**src/rtl/ofm_rdma.sv**
```systemverilog
// rtl/ofm_rdma.sv - 2-D descriptor driven OFM SRAM read DMA with first/last tagged output stream
//
// Purpose: takes a 2-D descriptor (base, dim0/dim1 size and step) and walks the
// address pattern inner loop first. It drives a synchronous SRAM read port and
// returns the read data through a small credit-managed FIFO as a valid/ready stream.
//
// Optional feature: define OFM_RDMA_STALL_CNT_EN to add the stall_cnt output, a
// saturating count of backpressure cycles since the last descriptor accept.
//
// Ports:
//   clk, rst_n          clock, asynchronous active-low reset
//   start_*             descriptor fields, start_valid/start_ready handshake
//   sram_addr, sram_en  SRAM read request, one read per cycle while sram_en is high
//   sram_rdata          SRAM read data, valid RL cycles after sram_en
//   s_data/s_first/s_last/s_valid/s_ready   output stream
//   stall_cnt           (optional) backpressure cycle counter
module ofm_rdma #(
  parameter int DW = 144,
  parameter int AW = 11,
  parameter int RL = 1,
  parameter int FD = 4
) (
  input  logic          clk,
  input  logic          rst_n,
  input  logic [AW-1:0] start_base,
  input  logic [3:0]    start_dim0_size,
  input  logic [3:0]    start_dim0_step,
  input  logic [3:0]    start_dim1_size,
  input  logic [3:0]    start_dim1_step,
  input  logic          start_valid,
  output logic          start_ready,
  output logic [AW-1:0] sram_addr,
  output logic          sram_en,
  input  logic [DW-1:0] sram_rdata,
  output logic [DW-1:0] s_data,
  output logic          s_first,
  output logic          s_last,
  output logic          s_valid,
`ifdef OFM_RDMA_STALL_CNT_EN
  output logic [15:0]   stall_cnt,
`endif
  input  logic          s_ready
);

  // CW must hold fifo_count + inflight, which never exceeds FD.
  localparam int CW = $clog2(FD + 1) + 1;
  localparam int PW = (FD > 1) ? $clog2(FD) : 1;

  typedef enum logic [1:0] {IDLE, RUN, DRAIN} state_t;

  state_t        state_q, state_d;
  logic [AW-1:0] addr_q, addr_d, row_q, row_d;
  logic [3:0]    i0_q, i0_d, i1_q, i1_d;
  logic [3:0]    d0s_q, d0s_d, d0st_q, d0st_d, d1s_q, d1s_d, d1st_q, d1st_d;
  logic          first_q, first_d;
  logic [RL-1:0] pen_q, pen_d, pfi_q, pfi_d, pla_q, pla_d;
  logic [CW-1:0] infl_q, infl_d, cnt_q, cnt_d;
  logic [PW-1:0] wr_q, wr_d, rd_q, rd_d;
  logic [DW+1:0] mem_q [FD];

  logic          accept, credit, is_last, ret, pop;
  logic [AW-1:0] step0_ext, step1_ext;
  logic [DW+1:0] head;

  assign start_ready = (state_q == IDLE);
  assign accept      = start_valid && start_ready;
  // A read is only issued when a FIFO slot is guaranteed for its return data.
  assign credit      = (cnt_q + infl_q) < CW'(FD);
  assign sram_en     = (state_q == RUN) && credit;
  assign sram_addr   = addr_q;
  assign is_last     = (i0_q == d0s_q) && (i1_q == d1s_q);
  assign ret         = pen_q[RL-1];
  assign step0_ext   = {{(AW-4){1'b0}}, d0st_q};
  assign step1_ext   = {{(AW-4){1'b0}}, d1st_q};

  assign head    = mem_q[rd_q];
  assign s_valid = (cnt_q != '0);
  assign s_data  = s_valid ? head[DW-1:0] : '0;
  assign s_first = s_valid & head[DW];
  assign s_last  = s_valid & head[DW+1];
  assign pop     = s_valid && s_ready;

  always_comb begin
    state_d = state_q;
    addr_d  = addr_q;
    row_d   = row_q;
    i0_d    = i0_q;
    i1_d    = i1_q;
    d0s_d   = d0s_q;
    d0st_d  = d0st_q;
    d1s_d   = d1s_q;
    d1st_d  = d1st_q;
    first_d = first_q;
    case (state_q)
      IDLE: begin
        if (accept) begin
          d0s_d   = start_dim0_size;
          d0st_d  = start_dim0_step;
          d1s_d   = start_dim1_size;
          d1st_d  = start_dim1_step;
          addr_d  = start_base;
          row_d   = start_base;
          i0_d    = '0;
          i1_d    = '0;
          first_d = 1'b1;
          state_d = RUN;
        end
      end
      RUN: begin
        if (sram_en) begin
          first_d = 1'b0;
          if (is_last) state_d = DRAIN;
          // Row end: next row starts one outer step past the current row start.
          if (i0_q == d0s_q) begin
            i0_d   = '0;
            i1_d   = i1_q + 4'd1;
            row_d  = row_q + step1_ext;
            addr_d = row_q + step1_ext;
          end else begin
            i0_d   = i0_q + 4'd1;
            addr_d = addr_q + step0_ext;
          end
        end
      end
      DRAIN: begin
        if (pop && s_last) state_d = IDLE;
      end
      default: state_d = IDLE;
    endcase
  end

  // Tag pipeline mirrors the SRAM read latency so tags meet their data.
  always_comb begin
    pen_d    = '0;
    pfi_d    = '0;
    pla_d    = '0;
    pen_d[0] = sram_en;
    pfi_d[0] = sram_en & first_q;
    pla_d[0] = sram_en & is_last;
    for (int i = 1; i < RL; i++) begin
      pen_d[i] = pen_q[i-1];
      pfi_d[i] = pfi_q[i-1];
      pla_d[i] = pla_q[i-1];
    end
  end

  always_comb begin
    wr_d   = wr_q;
    rd_d   = rd_q;
    cnt_d  = cnt_q;
    infl_d = infl_q;
    if (ret) wr_d = (wr_q == PW'(FD - 1)) ? '0 : wr_q + PW'(1);
    if (pop) rd_d = (rd_q == PW'(FD - 1)) ? '0 : rd_q + PW'(1);
    case ({ret, pop})
      2'b10:   cnt_d = cnt_q + CW'(1);
      2'b01:   cnt_d = cnt_q - CW'(1);
      default: cnt_d = cnt_q;
    endcase
    case ({sram_en, ret})
      2'b10:   infl_d = infl_q + CW'(1);
      2'b01:   infl_d = infl_q - CW'(1);
      default: infl_d = infl_q;
    endcase
  end

  always_ff @(posedge clk or negedge rst_n) begin
    if (!rst_n) begin
      state_q <= IDLE;
      addr_q  <= '0;
      row_q   <= '0;
      i0_q    <= '0;
      i1_q    <= '0;
      d0s_q   <= '0;
      d0st_q  <= '0;
      d1s_q   <= '0;
      d1st_q  <= '0;
      first_q <= 1'b0;
      pen_q   <= '0;
      pfi_q   <= '0;
      pla_q   <= '0;
      wr_q    <= '0;
      rd_q    <= '0;
      cnt_q   <= '0;
      infl_q  <= '0;
    end else begin
      state_q <= state_d;
      addr_q  <= addr_d;
      row_q   <= row_d;
      i0_q    <= i0_d;
      i1_q    <= i1_d;
      d0s_q   <= d0s_d;
      d0st_q  <= d0st_d;
      d1s_q   <= d1s_d;
      d1st_q  <= d1st_d;
      first_q <= first_d;
      pen_q   <= pen_d;
      pfi_q   <= pfi_d;
      pla_q   <= pla_d;
      wr_q    <= wr_d;
      rd_q    <= rd_d;
      cnt_q   <= cnt_d;
      infl_q  <= infl_d;
    end
  end

  // Storage needs no reset: s_* outputs are masked while the FIFO is empty.
  always_ff @(posedge clk) begin
    if (ret) mem_q[wr_q] <= {pla_q[RL-1], pfi_q[RL-1], sram_rdata};
  end

`ifdef OFM_RDMA_STALL_CNT_EN
  logic [15:0] stall_q, stall_d;

  always_comb begin
    stall_d = stall_q;
    if (accept) stall_d = '0;
    else if ((state_q != IDLE) && s_valid && !s_ready && (stall_q != 16'hFFFF))
      stall_d = stall_q + 16'd1;
  end

  always_ff @(posedge clk or negedge rst_n) begin
    if (!rst_n) stall_q <= '0;
    else        stall_q <= stall_d;
  end

  assign stall_cnt = stall_q;
`endif

endmodule

```
**config.mk**
```make
export PLATFORM = sky130hd
export DESIGN_NAME = ofm_rdma
export DESIGN_NICKNAME = d
export VERILOG_FILES = /design/src/rtl/ofm_rdma.sv
export SDC_FILE = /design/constraint.sdc
export NUM_CORES = 1
export LEC_CHECK = 0
export BUFFER_PORTS_ARGS = -buffer_cell sky130_fd_sc_hd__buf_4
export CORE_MARGIN = 1
export CORE_UTILIZATION = 40
export DETAILED_ROUTE_END_ITERATION = 10
export PLACE_DENSITY = 0.64
export SLEW_MARGIN = 15
export SYNTH_ARGS = -nofsm -noshare
export SYNTH_HDL_FRONTEND = slang
export SYNTH_SLANG_ARGS = --single-unit
```
**constraint.sdc**
```tcl
create_clock -name clk -period 5.3 [get_ports clk]
set_clock_uncertainty 0.2 [all_clocks]
set_input_delay 1.06 -clock clk [delete_from_list [all_inputs] [get_ports clk]]
set_output_delay 1.06 -clock clk [all_outputs]
set_load 0.05 [all_outputs]
```
## After elaboration in Yosys (flattened, before gate mapping)

Memory sizes are Yosys's and may differ from the RTL's.
Cells that the tools add are included.

- Logic and storage cells: 92
- Memories: 1
- Memory bits (writable): 584
- Output and inout port bits: 160
- Bits in registers: 64
- Input port bits: 175

- Eq/ne operators: 15
- Muxes and demuxes: 29
- Add/subtract/negate cells: 11
- Bitwise logic cells: 4
- Magnitude comparators: 1
- Reductions and logical operators: 14

Memories:

| name | words | bits a word | read ports | clocked after Yosys merged registers in | write ports | RTL line | text |
|---|---|---|---|---|---|---|---|
| mem_q | 4 | 146 | 1 | 0 | 1 | 59 | `logic [DW+1:0] mem_q [FD];` |

Operators by type and width:

| operator | number |
|---|---|
| 2-to-1 mux 144 bit | 1 |
| 2-to-1 mux 11 bit | 5 |
| one-hot mux 11 bit (2 select lines) | 2 |
| one-hot mux 4 bit (2 select lines) | 4 |
| adder 11 x 4 -> 11 bit | 2 |
| 2-to-1 mux 4 bit | 5 |
| adder 4 x 1 -> 4 bit (second input constant) | 4 |
| 2-to-1 mux 2 bit | 6 |
| == test 2 bit (second input constant) | 5 |
| == test 4 bit | 2 |
| AND reduction 4 bit | 2 |
| subtractor 4 x 1 -> 4 bit (second input constant) | 2 |
| == test 2 x 1 -> 1 bit (second input constant) | 3 |
| inequality test 2 bit (second input constant) | 3 |
| one-hot mux 2 bit (3 select lines) | 1 |
| nonzero test 2 bit | 3 |
| logical AND 1 bit | 5 |
| adder 2 x 1 -> 2 bit (second input constant) | 2 |
| adder 4 bit | 1 |
| AND 1 bit | 4 |
| < comparator 4 x 3 -> 1 bit (second input constant) | 1 |
| 2-to-1 mux 1 bit | 4 |
| inequality test 2 x 1 -> 1 bit (second input constant) | 2 |
| nonzero test 4 bit | 1 |
| other kinds (4) | 4 |

## Longest topological paths before layout

- Depth after elaboration: 5
- Depth in mapped cells: 12
- Gate-level depth less buffers: 12

## Worst setup path before layout

OpenSTA, ideal clock, no wires.

- Kind: register -> register
- From: reg wr_q[0]
- To: mem mem_q[0][0] (netlist name), enable pin
- Clock period less this slack: 4,682 ps
- Slack: 618 ps
- Setup time: 522 ps
- Cell stages (with the launch flop): 4
- Path buffers: 0
- Arrival: 3,960 ps
- Data required time: 4,578 ps
- Cells stage by stage: dfrtp_1 > inv_1 > ha_1 > and2_1

RTL lines:

| item | RTL line | text |
|---|---|---|
| start, declared | 58 | `logic [PW-1:0] wr_q, wr_d, rd_q, rd_d;` |
| start signal, assigned | 199 | `wr_q <= wr_d;` |
| end, declared | 59 |  |

Straight into the memory's write port.

## Worst setup path after layout

- From: reg rd_q[1]
- To: out s_data[58]

- Longest elaborated chain between the ends: 2

Ends and longest elaborated chain:

| item | RTL line | text |
|---|---|---|
| start, declared | 58 |  |
| start signal, assigned | 200 | `rd_q <= rd_d;` |
| memory read (4 x 146 bit) | n/a |  |
| 2-to-1 mux 144 bit | 78 | `assign s_data = s_valid ? head[DW-1:0] : '0;` |
| end, declared | 35 | `output logic [DW-1:0] s_data,` |

No other way between the ends.

==> results.json <==
{
  "p_total_w": 0.0213,
  "synth_compound_area_share_pct": 2.66,
  "critPathBufInv": 2,
  "maxCapViolations": 0,
  "grt_start_max_net_pins": 100,
  "netlist_area_um2": 25900,
  "ys.flop_type": "edfxtp_1",
  "start_util_pct": 40.7,
  "root_buffer": "clkbuf_16",
  "firstDrtPassIters": 4,
  "area_growth_pct": 22.6,
  "gp_congestion": 0.797,
  "cp_common_cell": "buf_4",
  "final_common_cell": "edfxtp_1",
  "setup_tns_ps": 0,
  "cts-resized-gates": 0,
  "start_kind": "register",
  "syn_inst": 1311,
  "io_pins": 335,
  "most-common-layout-cells": "edfxtp_1 (584), buf_4 (351), and2_1 (148), mux4_2 (146), clkbuf_16 (72)",
  "clock_path_buffers": 3,
  "startpoint": "rd_q[1]",
  "yosys.area_share.simple_pct": 5.60,
  "drv_slew": 0,
  "slowest_stage": "dfrtp_4",
  "place_worst_setup_slack_ps": 1750,
  "ctsHoldBuffers": 0,
  "synth.largest_area_cell": "edfxtp_1",
  "setup_viol": 0,
  "rsz0062_at_grt": "false",
  "num_rows": 92,
  "fmax_mhz": 242,
  "r2r-start": "infl_q[1]",
  "cp_cell_sequence": "buf_4 > mux4_2 > and2_1 > buf_4",
  "crit_fanout": 61,
  "routedWlPerCell_um": 21.6,
  "finalWorstSetupSlack_ps": 1170,
  "drcViolationCount": 0,
  "ys_async_sr_fraction_pct": 9.88,
  "worst_hold_path_type": "register to register",
  "grt_usage_pct": 17.0,
  "drt_iter0_markers": 756,
  "cp_top_family": "flip-flops",
  "synthAdderAreaFrac_pct": 1.42,
  "htree_levels": 3,
  "yosys_warnings": 0,
  "io_buffer_count": 334,
  "grt_pass1_vias": 14128,
  "worstMarginPinSlew_ps": 1110,
  "synth_top_area_share_pct": 67.8,
  "antenna_found_initial": 5,
  "fin_crit_ps": 4130,
  "synth_area_leaders": "edfxtp_1 (68%), mux4_2 (13%), dfrtp_1 (6.2%)",
  "timing.hold.ws_ps": 271,
  "drive_gt1_share_pct": 36.9,
  "core-area_um2": 63500,
  "fin_crit_sh_pct": 77.8,
  "layout.nets": 1877,
  "synth_seq_cells": 648,
  "die_height_um": 256,
  "end_kind": "primary output",
  "irDropWorstVdd_mv": 0.510,
  "synth.avg_cell_area_um2": 19.7,
  "ys_seq_area_share_pct": 74.0,
  "hold_viol": 0,
  "synth_top_family_by_area": "multiplexers",
  "yosysUniqueCellTypes": 62,
  "grt_pass1_wl_mm": 84.9,
  "clock_insertion_delay_worst_skew_ps": 590,
  "vias": 13403,
  "hpwl_mm": 33.6,
  "finalWirelength_mm": 55.6,
  "cp_data_arrival_time_ps": 2870,
  "p_per_area_nw_per_um2": 672,
  "cts_sinks": 648,
  "hold_start": "first_q",
  "crit_path_max_incr_delay_ps": 1040,
  "postCtsSetupBuffers": 0,
  "overflow": 0,
  "cts_tree": "built",
  "syn_nets": 1513,
  "layout.cells.non_filler": 2574,
  "relSlewSlack_pct": 25.8,
  "yosys.area_share.xor_xnor_pct": 1.18,
  "clk_pin_slew_ps": 60,
  "dp.cells": 2450,
  "worst-setup-path-type": "register to primary output",
  "viasPerCell": 5.21,
  "worstPathRequired_ps": 4040,
  "status": "finished clean",
  "synth_edf_count": 584,
  "die-area_um2": 65700,
  "p_leak_nw": 11.3,
  "synthMuxAreaShare_pct": 13.8,
  "drtAntennaViolNets": 0,
  "cts_buffers": 69,
  "die_w_um": 256
}
power breakdown:
part | leakage [nW] | internal (W) | total [W] | switching [W]
Sequential | 6.08 | 0.00655 | 0.00706 | 0.000504
Clock | 1.11 | 0.00279 | 0.00475 | 0.00196
Combinational | 4.06 | 0.00345 | 0.00952 | 0.00607
flip-flops by register name, indices dropped and copies added (netlist names):
register   count
first_q        1
d0st_q         4
d0s_q          4
pen_q          1
state_q        2
pla_q          1
rd_q           2
sram_addr     11
row_q         11
cnt_q          4
d1st_q         4
mem_q        584
pfi_q          1
infl_q         4
wr_q           2
i0_q           4
d1s_q          4
i1_q           4
synth_stat cells (all sizes together) (22+ instances only):
library cell	n
and2	152
nand2	30
ha	23
xor2	22
buf	29
mux4	146
clkbuf	36
edfxtp	584
dfrtp	64
nor2	23
metal layers:
layer,GRT usage (%),vias to the layer above,routed length [um]
met5,0,-,50
met4,4.99,8,1060
met3,4.31,82,3580
met2,28.3,342,27900
met1,22.1,6994,23000
li1,-,5977,-
worst register-to-register path, cell delays in order, from the launching register on:
cell,delay [ps]
dfrtp_1,410
ha_1,300
a31o_2,290
or3_4,430
nand2_1,120
nand2_1,250
ha_1,340
ha_1,280
a21o_1,170
a21oi_1,180
xnor2_1,140
nor2_1,60
xor2_1,140
through the flow:
step | utilization [%] | area, um2
2_1_floorplan | - | 25900
3_3_place_gp | 46.4 | 29500
3_5_place_dp | 46.4 | 29500
4_1_cts | 49.9 | 31700
5_1_grt | 49.9 | 31700
6_report | 49.9 | 31700
final cells by class:
cell class	instances	area, um2
fillers	5231	31800
diodes	1	2.50
inverters	19	71.3
well taps	846	1060
clock buffers	86	1880
clock inverters	37	374
repair buffers	358	2780
multi-input cells	579	6410
flip-flops and latches	648	19100
path summary, 6_finish.rpt:
path                                   end  slack (ps)  cells after the start
worst max-delay path            s_data[58]        1170                      4
worst min-delay path               first_q         270                      1
worst max register to register   infl_q[3]        1870                     12
worst min register to register     first_q         270                      1
max in group asynchronous          rd_q[1]        3890                      1
min in group asynchronous         row_q[4]         370                      1
cells by family (layout without fill, tap and decap cells):
group | count (synthesis) | in the layout
AO/OA/AOI/OAI | 94 | 94
XOR/XNOR | 33 | 33
adder cells (fa/ha/maj) | 27 | 27
buffers and inverters | 84 | 500
flip-flops | 648 | 648
multiplexers | 171 | 171
other | 0 | 1
AND/OR/NAND/NOR | 254 | 254
Power figures use the tool's default switching activity.
